--- config.mk ---
export PLATFORM = sky130hd
export DESIGN_NAME = dcache_wt
export DESIGN_NICKNAME = d
export VERILOG_FILES = /design/src/rtl/dcache_wt.sv
export SDC_FILE = /design/constraint.sdc
export NUM_CORES = 1
export LEC_CHECK = 0
export BUFFER_PORTS_ARGS = -buffer_cell sky130_fd_sc_hd__buf_2
export CAP_MARGIN = 15
export CORE_ASPECT_RATIO = 1.4
export CORE_MARGIN = 3
export CORE_UTILIZATION = 55
export DETAILED_ROUTE_END_ITERATION = 8
export HOLD_SLACK_MARGIN = 0.12
export PLACE_DENSITY = 0.73
export SLEW_MARGIN = 20
export SYNTH_ARGS = -nofsm -noshare
export SYNTH_HDL_FRONTEND = slang
export SYNTH_SLANG_ARGS = --single-unit
--- constraint.sdc ---
create_clock -name clk -period 6.2 [get_ports clk]
set_input_delay 1.24 -clock clk [delete_from_list [all_inputs] [get_ports clk]]
set_output_delay 1.24 -clock clk [all_outputs]
set_load 0.02 [all_outputs]
--- src/rtl/dcache_wt.sv ---
// Direct-mapped, one-word-per-line, write-through / no-write-allocate data cache.
// A single outstanding core request is serviced at a time against a simple valid/ack memory port.
module dcache_wt #(
    parameter int NUM_LINES = 16
) (
    input  logic        clk,
    input  logic        rst_n,
    input  logic [31:0] dcache_addr,
    input  logic        dcache_rreq,
    input  logic        dcache_wreq,
    input  logic [31:0] dcache_wdata,
    input  logic [3:0]  dcache_byte_enable,
    output logic [31:0] dcache_rdata,
    output logic        dcache_rvalid,
    output logic        dcache_wvalid,
    output logic [31:0] mem_addr,
    output logic        mem_rreq,
    output logic        mem_wreq,
    output logic [31:0] mem_wdata,
    output logic [3:0]  mem_byte_enable,
    input  logic [31:0] mem_rdata,
    input  logic        mem_rvalid,
    input  logic        mem_wvalid
);

    // state     | meaning
    // IDLE      | waiting for a core request
    // READ_MISS | refill read outstanding on the memory port
    // WRITE_MEM | write-through outstanding on the memory port
    // RESP      | one-cycle response pulse to the core
    localparam int IW = $clog2(NUM_LINES);
    localparam int TW = 30 - IW;

    localparam logic [1:0] IDLE      = 2'd0;
    localparam logic [1:0] READ_MISS = 2'd1;
    localparam logic [1:0] WRITE_MEM = 2'd2;
    localparam logic [1:0] RESP      = 2'd3;

    logic [1:0]           state;
    logic [NUM_LINES-1:0] valid_q;
    logic [TW-1:0]        tag_q  [NUM_LINES];
    logic [31:0]          data_q [NUM_LINES];

    logic [IW-1:0] req_index;
    logic [TW-1:0] req_tag;
    logic [IW-1:0] fill_index;
    logic [TW-1:0] fill_tag;
    logic          hit;

    assign req_index  = dcache_addr[2+IW-1:2];
    assign req_tag    = dcache_addr[31:2+IW];
    // Refill targets the registered miss address, not the live core bus.
    assign fill_index = mem_addr[2+IW-1:2];
    assign fill_tag   = mem_addr[31:2+IW];
    assign hit        = valid_q[req_index] && (tag_q[req_index] == req_tag);

    // Tag/data arrays carry no reset; only the valid bits qualify them.
    always_ff @(posedge clk) begin
        if (rst_n) begin
            if (state == IDLE && dcache_wreq && hit) begin
                for (int b = 0; b < 4; b++) begin
                    if (dcache_byte_enable[b]) begin
                        data_q[req_index][8*b +: 8] <= dcache_wdata[8*b +: 8];
                    end
                end
            end
            if (state == READ_MISS && mem_rvalid) begin
                tag_q[fill_index]  <= fill_tag;
                data_q[fill_index] <= mem_rdata;
            end
        end
    end

    always_ff @(posedge clk) begin
        if (!rst_n) begin
            state           <= IDLE;
            valid_q         <= '0;
            dcache_rdata    <= '0;
            dcache_rvalid   <= 1'b0;
            dcache_wvalid   <= 1'b0;
            mem_addr        <= '0;
            mem_rreq        <= 1'b0;
            mem_wreq        <= 1'b0;
            mem_wdata       <= '0;
            mem_byte_enable <= '0;
        end else begin
            case (state)
                IDLE: begin
                    if (dcache_wreq) begin
                        mem_wreq        <= 1'b1;
                        mem_addr        <= dcache_addr & 32'hFFFF_FFFC;
                        mem_wdata       <= dcache_wdata;
                        mem_byte_enable <= dcache_byte_enable;
                        state           <= WRITE_MEM;
                    end else if (dcache_rreq) begin
                        if (hit) begin
                            dcache_rdata  <= data_q[req_index];
                            dcache_rvalid <= 1'b1;
                            state         <= RESP;
                        end else begin
                            mem_rreq <= 1'b1;
                            mem_addr <= dcache_addr & 32'hFFFF_FFFC;
                            state    <= READ_MISS;
                        end
                    end
                end
                READ_MISS: begin
                    if (mem_rvalid) begin
                        mem_rreq            <= 1'b0;
                        valid_q[fill_index] <= 1'b1;
                        dcache_rdata        <= mem_rdata;
                        dcache_rvalid       <= 1'b1;
                        state               <= RESP;
                    end
                end
                WRITE_MEM: begin
                    if (mem_wvalid) begin
                        mem_wreq      <= 1'b0;
                        dcache_wvalid <= 1'b1;
                        state         <= RESP;
                    end
                end
                RESP: begin
                    dcache_rvalid <= 1'b0;
                    dcache_wvalid <= 1'b0;
                    state         <= IDLE;
                end
                default: state <= IDLE;
            endcase
        end
    end

endmodule

==> results of run 1 <==
## logic make-up after synthesis
| group | after synthesis |
|---|---|
| AOI/OAI and AO/OA | 302 |
| xor gates and xnor gates | 31 |
| adders and majority gates | 4 |
| buffers and inverters | 182 |
| DFF | 1048 |
| muxes | 329 |
| other | 1 |
| and+or+nand+nor | 371 |
## where the power goes
group,switching (µW),internal (µW)
logic,1550,753
clock network,2480,3460
registers,296,8160
## cell usage after synthesis, types with 6 or more instances
cell type / instances
edfxtp_1: 928
mux4_2: 229
nand2_1: 150
nor2_1: 128
dfxtp_1: 120
a21oi_1: 106
mux2i_1: 76
o21ai_0: 73
clkbuf_1: 68
inv_1: 40
o221a_1: 31
buf_2: 29
or3b_2: 26
xor2_1: 18
buf_4: 17
mux2_2: 17
a21o_1: 16
xnor2_1: 13
a221oi_1: 11
buf_6: 11
nor2b_1: 11
a22oi_1: 10
o22ai_1: 9
nand2b_1: 8
nor3_1: 8
or3_1: 8
mux4_1: 7
a22o_1: 6
buf_1: 6
nand3_1: 6
## final cells by class
| cell class | count | area [µm²] | area share |
|---|---|---|---|
| tap | 960 | 1200 | 0.0253 |
| multi-input combinational | 1039 | 10500 | 0.220 |
| antenna | 4 | 10.0 | 0.000211 |
| sequential | 1048 | 30300 | 0.637 |
| clock buffer | 129 | 2650 | 0.0558 |
| inverter | 43 | 163 | 0.00343 |
| clock inverter | 48 | 536 | 0.0113 |
| timing repair buffer | 352 | 2200 | 0.0464 |
## routing by layer
layer / global-route usage / wire length [µm] / up-vias
met5: 0 / 32 / -
met4: 0.0950 / 3710 / 4
li1: - / - / 9686
met3: 0.0455 / 7910 / 217
met2: 0.442 / 50700 / 1083
met1: 0.321 / 36100 / 11500
## worst max-delay path: stages
cell,delay [ps]
buf_6,560
buf_4,390
mux4_2,360
mux4_2,480
xor2_1,190
nor3_1,410
o21a_1,250
and4_1,460
a41oi_1,170
buf_4,240
nor2_1,140
buf_4,230
## worst max path at each step
stage,to,slack [ps],cells past startpoint
2_1_floorplan,data_q[10][0]$_DFFE_PP_,1470,12
3_5_place_dp,data_q[13][28]$_DFFE_PP_,700,12
4_1_cts,data_q[4][15]$_DFFE_PP_,1350,12
6_report,data_q[4][11]$_DFFE_PP_,1310,12
3_3_place_gp,data_q[4][27]$_DFFE_PP_,800,13
5_1_grt,data_q[4][10]$_DFFE_PP_,930,13
## state kept, by name, summed over array words and instances, names as in the netlist
| register | cells |
|---|---|
| dcache_rdata | 32 |
| state | 2 |
| dcache_rvalid | 1 |
| tag_q | 416 |
| dcache_wvalid | 1 |
| mem_wdata | 32 |
| data_q | 512 |
| valid_q | 16 |
| mem_byte_enable | 4 |
| mem_wreq | 1 |
| mem_rreq | 1 |
| mem_addr | 30 |
## stage by stage
| step | worst slack (ps) | instances | utilization | hold WS [ps] | area (µm²) |
|---|---|---|---|---|---|
| global route | 933 | 3619 | 0.638 | 468 | 47500 |
| detailed placement | 702 | 3436 | 0.595 | 433 | 44200 |
| CTS | 1350 | 3613 | 0.637 | 448 | 47400 |
| finish | 1310 | 3623 | 0.638 | 448 | 47500 |
| floorplan | 1470 | 2269 | - | 421 | 41500 |
| global placement | 800 | 3434 | 0.594 | 428 | 44200 |
==> qor.csv, run 1 <==
stage,metric,value,unit
status,outcome,"finished, final reports clean",
min_path,Worst Hold Depth,1,
worst_setup_path,Critical Setup Path Class,primary input to register,
timing,Clock Skew,21.9,ps
logic_synthesis,main combinational cell family by area after synthesis,multiplexers,
worst_setup_path,Critical Path Sink Type,register,
pwr,worst ir drop on vdd,0.279,mV
logic_synthesis,"Seq/Total Area, Yosys",0.730,
floorplan,row cnt,118,
logic_synthesis,"top cells by area, synth","edfxtp_1, mux4_2, dfxtp_1",
drt,Routed WL,98500,µm
drt,drc violations,0,
timing,unrepaired setup endpoints after global routing,false,
drt,ANT nets after route,0,
layout,nets@finish,2688,
clock_network,H-Tree Depth,3,
clock_network,PostCTS Resize Cnt,0,
floorplan,die height,331,µm
grt,first-pass GRT wire length,148000,µm
timing,final setup TNS,0,ps
clock_network,CTS root buf,clkbuf_16,
timing,Final Hold Viols,0,
worst_setup_path,Reg2Reg Depth,10,
logic_synthesis,count of cell types in the netlist,71,
job,Max Cap Violations,0,
worst_setup_path,reg2reg start,tag_q[13][13]$_DFFE_PP_,
min_path,hold_sp,valid_q[14]$_SDFFE_PN0P_,
floorplan,initial core utilization,0.558,
min_path,Hold EP,valid_q[14]$_SDFFE_PN0P_,
pwr,Final Power,16700,µW
layout,fillers,5068,
worst_setup_path,reg2reg setup slack,2430,ps
drt,vias per std cell,6.22,
worst_setup_path,CP startpoint,dcache_addr[4],
logic_synthesis,Gate Count Post-Synth,2268,
grt,GRT Residual Overflow,0,
logic_synthesis,Post-Syn Area,41500,µm²
place,GP Congestion,0.845,
logic_synthesis,YS warnings,0,
clock_network,CTS tree,built,
place,PortBufs,205,
timing,Worst-Margin Slew,1110,ps
logic_synthesis,number of synthesized flops with an enable pin,928,
timing,endpoints failing setup,0,
drt,wire per inst,27.2,µm
grt,Tot GR Track Use,0.254,
worst_setup_path,crit-path max FO,68,
logic_synthesis,Synth Area in Compound Gates,0.0478,
place,HPWL after detailed placement,62800,µm
clock_network,Worst-Skew Late Latency,650,ps
floorplan,IO Count,210,
pwr,leak pwr,0.0164,µW
timing,Tmin final,4890,ps
clock_network,CTS Sinks,1048,
logic_synthesis,#FFs+latches synth,1048,
timing,Final Slew Violations,0,
min_path,Tightest Hold Check Type,register to register,
logic_synthesis,"FFs w/ async S/R, synth",0,
logic_synthesis,mux contribution to synthesized area,0.152,
clock_network,Num CTS Buffers,94,
grt,vias in the first global route,23500,
clock_network,clock slew at reported path FFs,60,ps
floorplan,Core Footprint,74400,µm²
pwr,Power per Cell Area,352,nW/µm²
logic_synthesis,Synth Area in Adders,0.00121,
layout,most frequent cells in the layout,"edfxtp_1, mux4_2, buf_2, nand2_1, buf_4",
logic_synthesis,Syn Area/Cell,18.3,µm²
worst_setup_path,CP arrival,5230,ps
timing,fmax,0.204,GHz
floorplan,die area,78800,µm²
worst_setup_path,Worst R2R End,data_q[4][11]$_DFFE_PP_,
clock_network,hold-fix buffers at CTS,0,
layout,layout cells sized above 1,0.300,
clock_network,setup repair bufs after CTS,0,
drt,DR pass1 iterations,6,
worst_setup_path,Worst setup SP type,primary input,
logic_synthesis,Most used DFF post-synth,edfxtp_1,
grt,largest net degree at the start of global routing,71,
timing,Rel. slew slack,0.259,
logic_synthesis,simple-gate area share of the yosys netlist,0.0410,
layout,Syn-to-layout area delta,14.5,%
timing,Tcrit/Tclk final,0.789,
logic_synthesis,Yosys top cell by area,edfxtp_1,
grt,initial antenna violation count,4,
drt,Vias,22500,
layout,"commonest non-fill, non-tap cell in the layout",edfxtp_1,
logic_synthesis,Synth Area in XOR/XNOR,0.00654,
worst_setup_path,Critical Path RT,6540,ps
drt,DRT iter0 DRCs,2100,
clock_network,clk buf depth,3,
logic_synthesis,area share of the largest cell type after synthesis,0.672,
floorplan,die width,238,µm
Note: power is estimated with default switching activity, not from simulation.
==> run 2, diff against run 1 <==
--- a/config.mk
+++ b/config.mk
@@ -5,6 +5,7 @@
 export SDC_FILE = /design/constraint.sdc
 export NUM_CORES = 1
 export LEC_CHECK = 0
+export ABC_AREA = 1
 export BUFFER_PORTS_ARGS = -buffer_cell sky130_fd_sc_hd__buf_2
 export CAP_MARGIN = 15
 export CORE_ASPECT_RATIO = 1.4
@@ -12,7 +13,7 @@
 export CORE_UTILIZATION = 55
 export DETAILED_ROUTE_END_ITERATION = 8
 export HOLD_SLACK_MARGIN = 0.12
-export PLACE_DENSITY = 0.73
+export PLACE_DENSITY = 0.75
 export SLEW_MARGIN = 20
 export SYNTH_ARGS = -nofsm -noshare
 export SYNTH_HDL_FRONTEND = slang
==> constraint.sdc (replaced) <==
create_clock -name clk -period 4.05 [get_ports clk]
set_input_delay 0.81 -clock clk [delete_from_list [all_inputs] [get_ports clk]]
set_output_delay 0.81 -clock clk [all_outputs]
set_load 0.02 [all_outputs]
==> run 2 against run 1 <==
Clock skew up 9.9 ps. Cell count up 46%. Sequential power up 55%. Cell area up 4.4%. Critical path depth down 1. Via count up 40%. Clock power up 52%. Routed wire length up 21%. Worst setup slack worse by 840 ps. Die area up 5.0%. Register-to-register slack worse by 2000 ps. Critical path type is now register to register. Synthesized area up 5.1%.
==> qor.csv, run 2 <==
stage,metric,value,unit,change
logic_synthesis,Post-Syn Area,43600,µm²,was 41500 µm²
layout,largest register by flop count,data_q,,unchanged
floorplan,die area,82800,µm²,was 78800 µm²
layout,max FFs per register,512,,unchanged
drt,wire per inst,22.5,µm,was 27.2 µm
timing,Tmin final,3580,ps,
place,dpl ws,120,ps,was 702 ps
layout,Top Registers,"data_q x512, tag_q x416",,unchanged
logic_synthesis,top-count cell post-synth,edfxtp_1,,unchanged
drt,Vias,31500,,was 22500
worst_setup_path,Reg2Reg Depth,11,,was 10
pwr,worst ir drop on vdd,0.422,mV,was 0.279 mV
floorplan,die width,244,µm,was 238 µm
grt,largest net degree at the start of global routing,177,,was 71
worst_setup_path,reg2reg setup slack,470,ps,was 2430 ps
worst_setup_path,CP arrival,3930,ps,was 5230 ps
clock_network,clk buf depth,3,,unchanged
drt,DRT iter0 DRCs,3168,,was 2100
layout,final design area excluding fillers,49600,µm²,was 47500 µm²
floorplan,initial core utilization,0.558,,about the same
pwr,leak pwr,0.0186,µW,was 0.0164 µW
worst_setup_path,Worst setup SP type,register,,was primary input
timing,Tcrit/Tclk final,0.884,,
grt,GRT Residual Overflow,0,,unchanged
worst_setup_path,reg2reg start,state[1]$_SDFFE_PN0P_,,was tag_q[13][13]$_DFFE_PP_
worst_setup_path,Critical Setup Path Class,register to register,,was primary input to register
clock_network,Num CTS Buffers,94,,unchanged
logic_synthesis,YS warnings,0,,unchanged
clock_network,setup repair bufs after CTS,0,,unchanged
timing,Final Worst Setup Slack,469,ps,was 1310 ps
timing,Rel. slew slack,0.320,,was 0.259
timing,Clock Skew,31.8,ps,was 21.9 ps
job,Max Cap Violations,0,,unchanged
floorplan,Core Footprint,78100,µm²,was 74400 µm²
pwr,Pint,19000,µW,was 12400 µW
logic_synthesis,"FFs w/ async S/R, synth",0,,unchanged
logic_synthesis,Most used DFF post-synth,edfxtp_1,,unchanged
clock_network,CTS Sinks,1048,,unchanged
worst_setup_path,Critical Path RT,4400,ps,was 6540 ps
logic_synthesis,count of cell types in the netlist,35,,was 71
grt,first-pass GRT wire length,178000,µm,was 148000 µm
pwr,sequential power share,0.499,,was 0.507
layout,layout cells sized above 1,0.128,,was 0.300
logic_synthesis,Gate Count Post-Synth,3977,,was 2268
drt,ANT nets after route,0,,unchanged
logic_synthesis,number of synthesized flops with an enable pin,928,,unchanged
pwr,power share of the clock group,0.343,,was 0.356
place,Post-DP Area,46400,µm²,was 44200 µm²
layout,most frequent cells in the layout,"edfxtp_1, nand2_1, nor2_1, o21ai_0, nand3_1",,"was edfxtp_1, mux4_2, buf_2, nand2_1, buf_4"
drt,drc violations,0,,unchanged
logic_synthesis,Syn Area/Cell,11.0,µm²,was 18.3 µm²
place,HPWL after detailed placement,70800,µm,was 62800 µm
timing,Final Hold Viols,0,,unchanged
timing,Worst-Margin Slew,1020,ps,was 1110 ps
logic_synthesis,commonest cells in the netlist,"edfxtp_1, nand2_1, nor2_1",,"was edfxtp_1, mux4_2, nand2_1"
drt,vias per std cell,5.93,,was 6.22
logic_synthesis,Yosys top cell by area,edfxtp_1,,unchanged
min_path,Hold EP,mem_wdata[12]$_SDFFE_PN0P_,,was valid_q[14]$_SDFFE_PN0P_
clock_network,CTS root buf,clkbuf_16,,unchanged
drt,Routed WL,119000,µm,was 98500 µm
clock_network,CTS tree,built,,unchanged
layout,"commonest non-fill, non-tap cell in the layout",edfxtp_1,,unchanged
grt,vias in the first global route,30500,,was 23500
pwr,Comb pwr share,0.158,,was 0.138
logic_synthesis,"Seq/Total Area, Yosys",0.694,,was 0.730
clock_network,hold-fix buffers at CTS,0,,unchanged
drt,DR pass1 iterations,6,,unchanged
worst_setup_path,Worst R2R End,data_q[0][3]$_DFFE_PP_,,was data_q[4][11]$_DFFE_PP_
status,outcome,"finished, final reports clean",,unchanged
grt,Tot GR Track Use,0.284,,was 0.254
timing,endpoints failing setup,0,,unchanged
logic_synthesis,#FFs+latches synth,1048,,unchanged
clock_network,clock slew at reported path FFs,60,ps,about the same
min_path,Worst Hold Depth,3,,was 1
grt,initial antenna violation count,1,,was 4
logic_synthesis,"top cells by area, synth","edfxtp_1, nand2_1, dfxtp_1",,"was edfxtp_1, mux4_2, dfxtp_1"
clock_network,PostCTS Resize Cnt,0,,unchanged
pwr,switching pwr,7330,µW,was 4320 µW
pwr,Net Sw Frac,0.279,,was 0.259
place,PortBufs,205,,unchanged
timing,unrepaired setup endpoints after global routing,false,,unchanged
timing,fmax,0.279,GHz,
layout,Syn-to-layout area delta,13.7,%,was 14.5%
place,GP Congestion,0.907,,was 0.845
clock_network,H-Tree Depth,3,,unchanged
min_path,Tightest Hold Check Type,primary input to register,,was register to register
pwr,Power per Cell Area,530,nW/µm²,was 352 nW/µm²
floorplan,IO Count,210,,unchanged
min_path,hold_sp,dcache_wdata[12],,was valid_q[14]$_SDFFE_PN0P_
floorplan,row cnt,121,,was 118
clock_network,Worst-Skew Late Latency,660,ps,was 650 ps
layout,nets@finish,4289,,was 2688
floorplan,die height,339,µm,was 331 µm
logic_synthesis,area share of the largest cell type after synthesis,0.639,,was 0.672
worst_setup_path,Critical Path Sink Type,register,,unchanged
timing,Final Slew Violations,0,,unchanged
timing,final setup TNS,0,ps,unchanged
worst_setup_path,crit-path max FO,9,,was 68
-- run 2: how the worst max path moves through the flow --
stage	cells past startpoint	from	end	slack [ps]
after floorplan	7	rst_n	tag_q[4][0]$_DFFE_PP_	620
after global placement	18	dcache_addr[2]	data_q[12][0]$_DFFE_PP_	150
after detailed placement	18	dcache_addr[2]	data_q[5][28]$_DFFE_PP_	120
after CTS	11	state[1]$_SDFFE_PN0P_	data_q[0][3]$_DFFE_PP_	570
after global routing	11	state[1]$_SDFFE_PN0P_	data_q[1][29]$_DFFE_PP_	250
final	11	state[1]$_SDFFE_PN0P_	data_q[0][3]$_DFFE_PP_	470
-- run 2: stage by stage --
step / hold slack (ps) / total power (µW) / util / std cells
floorplan: 426 / 15700 / - / 3978
global placement: 436 / 17300 / 0.594 / 5127
detailed placement: 451 / 17400 / 0.594 / 5127
CTS: 383 / 26300 / 0.635 / 5304
global route: 417 / 27200 / 0.635 / 5305
finish: 416 / 26300 / 0.635 / 5306
-- run 2: kinds of logic (layout without fill, tap and decap cells) --
kind of cell / count (synthesis) / after routing / share of synthesized area
compound gates: 715 / 715 / 0.0942
fa+ha+maj: 4 / 4 / 0.00115
buf+inv: 492 / 774 / 0.0480
flops: 1048 / 1048 / 0.694
mux: 9 / 9 / 0.00207
other cells: 1 / 3 / 0.0000860
simple gates: 1708 / 1708 / 0.160
-- run 2: layout make-up --
class	instances	area, µm²
clock inverter	43	469
timing repair buffer	369	2600
tap	1045	1310
inverter	228	875
fill	5886	28500
clock buffer	134	2670
antenna	1	2.50
sequential	1048	30300
multi-input combinational	2438	11400
-- run 2: power by group through the flow --
stage | clock (µW) | combinational [µW] | sequential (µW)
after floorplan | 0 | 2070 | 13600
after global placement | 0 | 3950 | 13300
after detailed placement | 0 | 4040 | 13400
after CTS | 9100 | 4060 | 13100
after global routing | 9550 | 4470 | 13200
final | 9020 | 4150 | 13100
-- run 2: worst max-delay path: stages, from the launching register on --
cell      delay (ps)
dfxtp_1          330
inv_1             80
ha_2             180
clkinv_1         340
nor3_4           450
clkinv_2         200
o21ai_0          550
inv_1            130
nor2_1           280
nand2_1          300
a21oi_1          200
buf_4            220
-- run 2: routing by layer --
layer  track usage  vias to the layer above  wire [µm]
met2         0.492                     1669      60000
met1         0.338                    15100      41900
met5             0                        -         13
li1              -                    14300          -
met4         0.158                        2       6980
met3        0.0454                      388      10400
